### src/rtl/fads_pkg.sv
// Shared definitions for the FADS sort scheduler: bus map, FSM encoding, reset defaults.
// Pure declarations; no latency or flow control of its own.
package fads_pkg;

  localparam logic [19:0] ADDR_CTRL     = 20'h00000;
  localparam logic [19:0] ADDR_DELAY    = 20'h00004;
  localparam logic [19:0] ADDR_PULSE    = 20'h00008;
  localparam logic [19:0] ADDR_HOLDOFF  = 20'h0000C;
  localparam logic [19:0] ADDR_LATE_TOL = 20'h00010;
  localparam logic [19:0] ADDR_LEVEL    = 20'h00100;
  localparam logic [19:0] ADDR_FIRED    = 20'h00104;
  localparam logic [19:0] ADDR_OVERFLOW = 20'h00108;
  localparam logic [19:0] ADDR_LATE     = 20'h0010C;

  localparam logic [31:0] RST_DELAY     = 32'd0;
  localparam logic [31:0] RST_PULSE_LEN = 32'd125000;
  localparam logic [31:0] RST_HOLDOFF   = 32'd0;
  localparam logic [31:0] RST_LATE_TOL  = 32'hFFFF_FFFF;

  typedef enum logic [1:0] {
    S_IDLE,
    S_ARM,
    S_PULSE,
    S_HOLD
  } state_t;

endpackage

### src/rtl/fads_event_fifo.sv
// Show-ahead FIFO of due timestamps; push ignored when full, pop ignored when empty.
// One-cycle write latency; flush empties it in one cycle and wins over push/pop.
module fads_event_fifo #(
  parameter int W  = 32,
  parameter int AW = 3
) (
  input  logic         clk,
  input  logic         rst,
  input  logic         flush,
  input  logic         push,
  input  logic         pop,
  input  logic [W-1:0] din,
  output logic [W-1:0] dout,
  output logic         full,
  output logic         empty,
  output logic [AW:0]  level
);

  localparam logic [AW:0] DEPTH = (AW+1)'(1) << AW;

  logic [W-1:0]  mem [0:(1<<AW)-1];
  logic [AW-1:0] wp, rp;
  logic          do_push, do_pop;

  assign full    = (level == DEPTH);
  assign empty   = (level == '0);
  assign do_push = push && !full;
  assign do_pop  = pop && !empty;
  assign dout    = mem[rp];

  always_ff @(posedge clk) begin
    if (do_push) mem[wp] <= din;
  end

  always_ff @(posedge clk) begin
    if (rst || flush) begin
      wp    <= '0;
      rp    <= '0;
      level <= '0;
    end else begin
      if (do_push) wp <= wp + AW'(1);
      if (do_pop)  rp <= rp + AW'(1);
      if (do_push && !do_pop)      level <= level + (AW+1)'(1);
      else if (!do_push && do_pop) level <= level - (AW+1)'(1);
    end
  end

endmodule

### src/rtl/red_pitaya_fads_sort_sched.sv
// Queues positive-droplet events with a due time and fires timed sort pulses with hold-off.
// Trigger rises delay+3 cycles after det_valid_i from idle; full queue drops and counts events.
module red_pitaya_fads_sort_sched
  import fads_pkg::*;
#(
  parameter int QSZ = 3,
  parameter int TSW = 32
) (
  input  logic        adc_clk_i,
  input  logic        adc_rst_i,
  input  logic        det_valid_i,
  output logic        sort_trig_o,
  output logic        busy_o,
  input  logic [31:0] sys_addr,
  input  logic [31:0] sys_wdata,
  input  logic [3:0]  sys_sel,
  input  logic        sys_wen,
  input  logic        sys_ren,
  output logic [31:0] sys_rdata,
  output logic        sys_err,
  output logic        sys_ack
);

  localparam logic [TSW-1:0] CNT_MAX = '1;

  logic [TSW-1:0] ts, delay, pulse_len, holdoff, late_tol;
  logic [TSW-1:0] fired, overflow, late_cnt, cnt;
  logic [TSW-1:0] head, head_age;
  logic [QSZ:0]   level;
  logic           enable, flush, det_q, full, empty;
  logic           pop, fire, late_ev, load_hold, dispatch, head_due, head_late;
  state_t         state, state_nxt;
  logic [19:0]    addr;
  logic [31:0]    rd_mux;
  logic           unused_ok;

  assign addr      = sys_addr[19:0];
  assign unused_ok = ^{sys_sel, sys_addr[31:20]};
  assign flush     = sys_wen && (addr == ADDR_CTRL) && sys_wdata[1];
  assign sys_err   = 1'b0;
  assign busy_o    = !empty || (state != S_IDLE);

  fads_event_fifo #(.W(TSW), .AW(QSZ)) u_fifo (
    .clk   (adc_clk_i),
    .rst   (adc_rst_i),
    .flush (flush),
    .push  (det_q),
    .pop   (pop),
    .din   (ts + delay),
    .dout  (head),
    .full  (full),
    .empty (empty),
    .level (level)
  );

  // Signed age test stays correct across timestamp wrap while delay < 2^(TSW-1).
  assign head_age  = ts - head;
  assign head_due  = !head_age[TSW-1];
  assign head_late = head_age > late_tol;

  // IDLE, ARM and the last PULSE/HOLD cycle all run the same dispatch check, so an
  // overdue entry starts its pulse right after hold-off with no extra gap cycles.
  always_comb begin
    state_nxt = state;
    pop       = 1'b0;
    fire      = 1'b0;
    late_ev   = 1'b0;
    load_hold = 1'b0;
    dispatch  = 1'b0;
    case (state)
      S_IDLE, S_ARM: dispatch = 1'b1;
      S_PULSE: begin
        if (cnt == '0) begin
          if (holdoff == '0) begin
            dispatch = 1'b1;
          end else begin
            state_nxt = S_HOLD;
            load_hold = 1'b1;
          end
        end
      end
      S_HOLD:  if (cnt == '0) dispatch = 1'b1;
      default: state_nxt = S_IDLE;
    endcase
    if (dispatch) begin
      if (empty) begin
        state_nxt = S_IDLE;
      end else if (!head_due) begin
        state_nxt = S_ARM;
      end else begin
        pop = 1'b1;
        if (head_late) begin
          late_ev   = 1'b1;
          state_nxt = S_IDLE;
        end else begin
          fire      = 1'b1;
          state_nxt = S_PULSE;
        end
      end
    end
  end

  always_ff @(posedge adc_clk_i) begin
    if (adc_rst_i) begin
      ts          <= '0;
      det_q       <= 1'b0;
      state       <= S_IDLE;
      cnt         <= '0;
      sort_trig_o <= 1'b0;
      fired       <= '0;
      overflow    <= '0;
      late_cnt    <= '0;
    end else begin
      ts    <= ts + TSW'(1);
      det_q <= det_valid_i && enable && !flush;
      if (flush) begin
        state       <= S_IDLE;
        sort_trig_o <= 1'b0;
      end else begin
        state       <= state_nxt;
        sort_trig_o <= (state == S_PULSE);
      end
      if (fire)           cnt <= (pulse_len == '0) ? '0 : pulse_len - TSW'(1);
      else if (load_hold) cnt <= holdoff - TSW'(1);
      else if (cnt != '0) cnt <= cnt - TSW'(1);
      if (fire && !flush && fired != CNT_MAX)       fired    <= fired + TSW'(1);
      if (late_ev && !flush && late_cnt != CNT_MAX) late_cnt <= late_cnt + TSW'(1);
      if (det_q && full && overflow != CNT_MAX)     overflow <= overflow + TSW'(1);
    end
  end

  always_comb begin
    rd_mux = '0;
    case (addr)
      ADDR_CTRL:     rd_mux = {31'b0, enable};
      ADDR_DELAY:    rd_mux = 32'(delay);
      ADDR_PULSE:    rd_mux = 32'(pulse_len);
      ADDR_HOLDOFF:  rd_mux = 32'(holdoff);
      ADDR_LATE_TOL: rd_mux = 32'(late_tol);
      ADDR_LEVEL:    rd_mux = 32'(level);
      ADDR_FIRED:    rd_mux = 32'(fired);
      ADDR_OVERFLOW: rd_mux = 32'(overflow);
      ADDR_LATE:     rd_mux = 32'(late_cnt);
      default:       rd_mux = '0;
    endcase
  end

  always_ff @(posedge adc_clk_i) begin
    if (adc_rst_i) begin
      enable    <= 1'b1;
      delay     <= TSW'(RST_DELAY);
      pulse_len <= TSW'(RST_PULSE_LEN);
      holdoff   <= TSW'(RST_HOLDOFF);
      late_tol  <= TSW'(RST_LATE_TOL);
      sys_ack   <= 1'b0;
      sys_rdata <= '0;
    end else begin
      sys_ack   <= sys_wen || sys_ren;
      sys_rdata <= sys_ren ? rd_mux : '0;
      if (sys_wen) begin
        case (addr)
          ADDR_CTRL:     enable    <= sys_wdata[0];
          ADDR_DELAY:    delay     <= TSW'(sys_wdata);
          ADDR_PULSE:    pulse_len <= TSW'(sys_wdata);
          ADDR_HOLDOFF:  holdoff   <= TSW'(sys_wdata);
          ADDR_LATE_TOL: late_tol  <= TSW'(sys_wdata);
          default: ;
        endcase
      end
    end
  end

endmodule

### config.mk
export PLATFORM = sky130hd
export DESIGN_NAME = red_pitaya_fads_sort_sched
export DESIGN_NICKNAME = d
export VERILOG_FILES = /design/src/rtl/fads_pkg.sv /design/src/rtl/fads_event_fifo.sv /design/src/rtl/red_pitaya_fads_sort_sched.sv
export SDC_FILE = /design/constraint.sdc
export NUM_CORES = 1
export LEC_CHECK = 0
export CAP_MARGIN = 20
export CORE_MARGIN = 2
export CORE_UTILIZATION = 55
export CTS_CLUSTER_SIZE = 16
export DETAILED_ROUTE_END_ITERATION = 8
export GPL_ROUTABILITY_DRIVEN = 1
export HOLD_SLACK_MARGIN = 0.15
export PLACE_DENSITY = 0.73
export SYNTH_ARGS = -nofsm -noshare
export SYNTH_HDL_FRONTEND = slang
export SYNTH_SLANG_ARGS = --single-unit
### constraint.sdc
create_clock -name adc_clk_i -period 9.1 [get_ports adc_clk_i]
set_input_delay 1.82 -clock adc_clk_i [delete_from_list [all_inputs] [get_ports adc_clk_i]]
set_output_delay 1.82 -clock adc_clk_i [all_outputs]
set_load 0.02 [all_outputs]
==> summary.md <==
| Metric | Value |
|---|---|
| Global-route wire length before repair | `125000 um` |
| Worst clock skew | `between 20 and 25 ps` |
| Antenna violations before repair | `0` |
| Max frequency | `between 100 and 150 MHz` |
| CTS Sinks | `roughly 600` |
| CP top delay family | `simple AND/OR/NAND/NOR gates` |
| Hold WC Path Type | `reg -> reg` |
| Starting Density | `between 50 and 60%` |
| Arrival time worst endpoint | `around 8300 ps` |
| Placed cell areas | `slightly above 30000 sq um` |
| Synth warn | `0` |
| Core area | `approximately 53000 sq um` |
| Final setup viols | `0` |
| CTS tree | `built` |
| Slew headroom | `28.2%` |
| Synthesized Nets | `3057` |
| Slew @ Worst Pin | `1080 ps` |
| Leading area contributor after synthesis | `edfxtp_1` |
| Count of final hold-check violations | `0` |
| Synth top area cells | `edfxtp_1 (26%), dfxtp_1 (23%), mux4_2 (4.9%), nand2_1 (4.7%), ha_1 (4.5%)` |
| Critical path capture point type | `flop` |
| Largest net degree at the start of global routing | `90` |
| Logic gate share of total power | `17.6%` |
| Final Cell Area | `~33000 sq um` |
| Area of the die | `roughly 55000 sq um` |
| Drt wl/cell | `about 22 um` |
| Via density | `6.27` |
| Lkg Pwr | `approximately 0.012 uW` |
| Nets | `3111` |
| Cts bufs inserted | `60` |
| Vias in the first global route | `about 23000` |
| Power Density | `just over 200 nW/um^2` |
| Drt total wl | `a little under 80000 um` |
| Die width | `between 200 and 250 um` |
| Run status | `finished clean` |
| Slew Limit Fails | `0` |
| CP max FO | `33` |
| Vias | `23000` |
| DP HPWL | `around 55000 um` |
| Clk_lat worst skew | `about 640 ps` |
| Row cnt | `between 80 and 90` |
| Post-synth EDFFs | `approximately 260` |
| Most frequent CP cell | `buf_4` |
| Fin Setup TNS | `0 ps` |
| Post-synth top area share | `between 20% and 30%` |
| Final period util | `about 85%` |
| Layout cells sized above 1 | `8.52%` |
| DRC viols | `0` |
| Post-synthesis cell area | `29200 sq um` |
| Ant diodes | `0` |
| Sw Ratio | `27.7%` |
| Register area share after synthesis | `between 40% and 50%` |
| Crit Path Class | `reg -> reg` |
| Post-synth top flop | `dfxtp_1` |
| Post-CTS setup buffer count | `0` |
| Hold bufs inserted after CTS | `0` |
| Gate Count Post-Synth | `around 2900` |
| Area delta synth->final | `12.9%` |
| DRT iter0 DRCs | `2147` |
| Initial DRT Pass Iterations | `6` |
| Clock share of power | `between 30% and 40%` |
| Crit-path max cell delay | `~760 ps` |
| Asr flop ratio synth | `0%` |
| CP Data Required Time | `around 9700 ps` |
| Flop pwr share | `a little over two fifths` |
| Worst path bufs/invs | `4` |
| Fillers | `~4200` |
| Maximum vdd ir drop | `around 0.17 mV` |
| IO Pins | `~110` |
| Yosys cell types | `79` |
| CTS Buffer Depth | `3` |
| Startpoint types | `flop` |
| Final ANT Viol Nets | `0` |
| CTS root buf | `clkbuf_16` |
| GRT overflow | `0` |
| Max-cap viol count | `0` |
| Internal power | `around 4900 uW` |
| Mean Syn Cell Area | `around 10 sq um` |
| Minimum clock period | `between 7000 and 8000 ps` |
| RD Place Congestion | `between 0.8 and 0.9` |
| Port bufs | `between 90 and 100` |
| Crit path max-delay cell type | `dfxtp_4` |
| Die height | `~230 um` |
| GRT Total Usage | `29.2%` |
| H-tree depth | `2` |
| Synthesis-stage register bit count | `around 600` |
| Worst-path clk slew | `about 60 ps` |
| # resized after CTS | `0` |
| Sw power | `between 1500 and 2000 uW` |
| RSZ-0062 raised after global routing | `no` |
[area by class of cell]
class                   count  area (sq um)  area share, %
clock buffers              74          1600           4.83
well taps                 688           861           2.61
clock inverters            39           455           1.38
flip-flops and latches    595         14500           43.9
multi-input cells        2059         14000           42.5
inverters                  74           278          0.842
repair buffers            139          1310           3.95
[path summary, 6_finish.rpt]
kind | from | endpoint | slack [ps] | depth (start not counted)
max | flop | late_cnt[15]$_SDFFE_PP0P_ | 1390 | 28
min reg2reg | enable$_SDFFE_PP1P_ | det_q$_SDFF_PP0_ | 460 | 2
min | enable$_SDFFE_PP1P_ | det_q$_SDFF_PP0_ | 460 | 2
max reg2reg | flop | late_cnt[15]$_SDFFE_PP0P_ | 1390 | 28
[registers in the layout, indices dropped and copies added, names as in the netlist, 2 cells and up, named ones only]
signal,count
u_fifo.mem,256
late_tol,32
u_fifo.rp,3
overflow,32
delay,32
u_fifo.wp,3
ts,32
sys_rdata,32
late_cnt,32
state,2
u_fifo.level,4
fired,32
pulse_len,32
holdoff,32
cnt,32
[placed cells by master, fill, tap and decap left out, types with 25 or more instances in the layout]
cell / synthesis / layout
nand2_1: 366 / 366
dfxtp_1: 339 / 336
edfxtp_1: 256 / 256
a21oi_1: 252 / 252
nor2_1: 199 / 197
ha_1: 106 / 106
xor2_1: 96 / 96
nand3_1: 94 / 94
xnor2_1: 92 / 91
clkdlybuf4s50_1: 0 / 90
o21ai_0: 74 / 74
inv_1: 73 / 73
a22oi_1: 67 / 67
mux4_2: 64 / 64
nor3_1: 66 / 61
clkbuf_16: 0 / 61
nand4_1: 50 / 50
buf_4: 2 / 46
a31oi_1: 42 / 42
and3_1: 38 / 38
o211ai_1: 36 / 36
mux2i_1: 35 / 35
or3_1: 34 / 34
a21o_1: 34 / 34
or4_1: 29 / 29
a222oi_1: 27 / 27
nor4_1: 29 / 25
[kinds of logic (layout without fill, tap and decap cells)]
logic type | after synthesis | in the layout | share of synthesized area (%)
XOR/XNOR | 188 | 188 | 5.63
buffers and inverters | 221 | 326 | 2.88
other | 1 | 1 | 0.0128
flip-flops | 595 | 595 | 49.5
multiplexers | 110 | 110 | 6.55
AND/OR/NAND/NOR | 996 | 996 | 16.3
AO/OA/AOI/OAI | 655 | 655 | 14.3
adder cells (fa/ha/maj) | 109 | 109 | 4.74
[power by group through the flow]
stage	logic (uW)	clock network (uW)	registers, uW
floorplan	867	0	2960
global placement	1140	0	3000
detailed placement	1160	0	3010
CTS	1170	2610	2950
global route	1300	2710	2970
finish	1180	2580	2950
[routing by layer]
layer  track usage (%)  up-vias  wire (um)
li1                  -    10800          -
met1              38.0    11200      32600
met2              50.0      844      39000
met3              3.62      137       5230
met4              10.9        0       2500
met5                 0        -          0
[cells in the mapped netlist (7+ instances only)]
library cell	number
a211oi_1	18
a21o_1	34
a21oi_1	252
a221oi_1	7
a222oi_1	27
a22oi_1	67
a31oi_1	42
and2_1	12
and3_1	38
and4_1	13
buf_1	10
clkbuf_1	130
dfxtp_1	339
edfxtp_1	256
ha_1	106
inv_1	73
mux2_2	10
mux2i_1	35
mux4_2	64
nand2_1	366
nand2b_1	14
nand3_1	94
nand3b_1	8
nand4_1	50
nor2_1	199
nor2b_1	18
nor3_1	66
nor3b_1	7
nor4_1	29
o211ai_1	36
o21a_1	15
o21ai_0	74
o21bai_1	7
o31ai_1	21
or3_1	34
or4_1	29
xnor2_1	92
xor2_1	96
[per-stage QoR]
step / instances / hold WS [ps] / util, % / worst slack, ps / total power (uW)
floorplan: 2875 / 420 / - / 2100 / 3830
global placement: 3553 / 445 / 58.8 / 1370 / 4140
detailed placement: 3554 / 438 / 58.9 / 1280 / 4170
CTS: 3667 / 458 / 62.8 / 1240 / 6740
global route: 3668 / 490 / 62.8 / 672 / 6970
finish: 3668 / 459 / 62.8 / 1390 / 6710
[worst register-to-register path, delay by kind of cell, from the launching register on]
| kind | cells | cell delay (ps) |
|---|---|---|
| AND/OR/NAND/NOR | 9 | 1960 |
| AO/OA/AOI/OAI | 10 | 1900 |
| buffers and inverters | 4 | 1320 |
| multiplexers | 2 | 980 |
| flip-flops | 1 | 760 |
| adder cells (fa/ha/maj) | 2 | 570 |
| XOR/XNOR | 1 | 130 |
(Power assumes the default switching activity.)
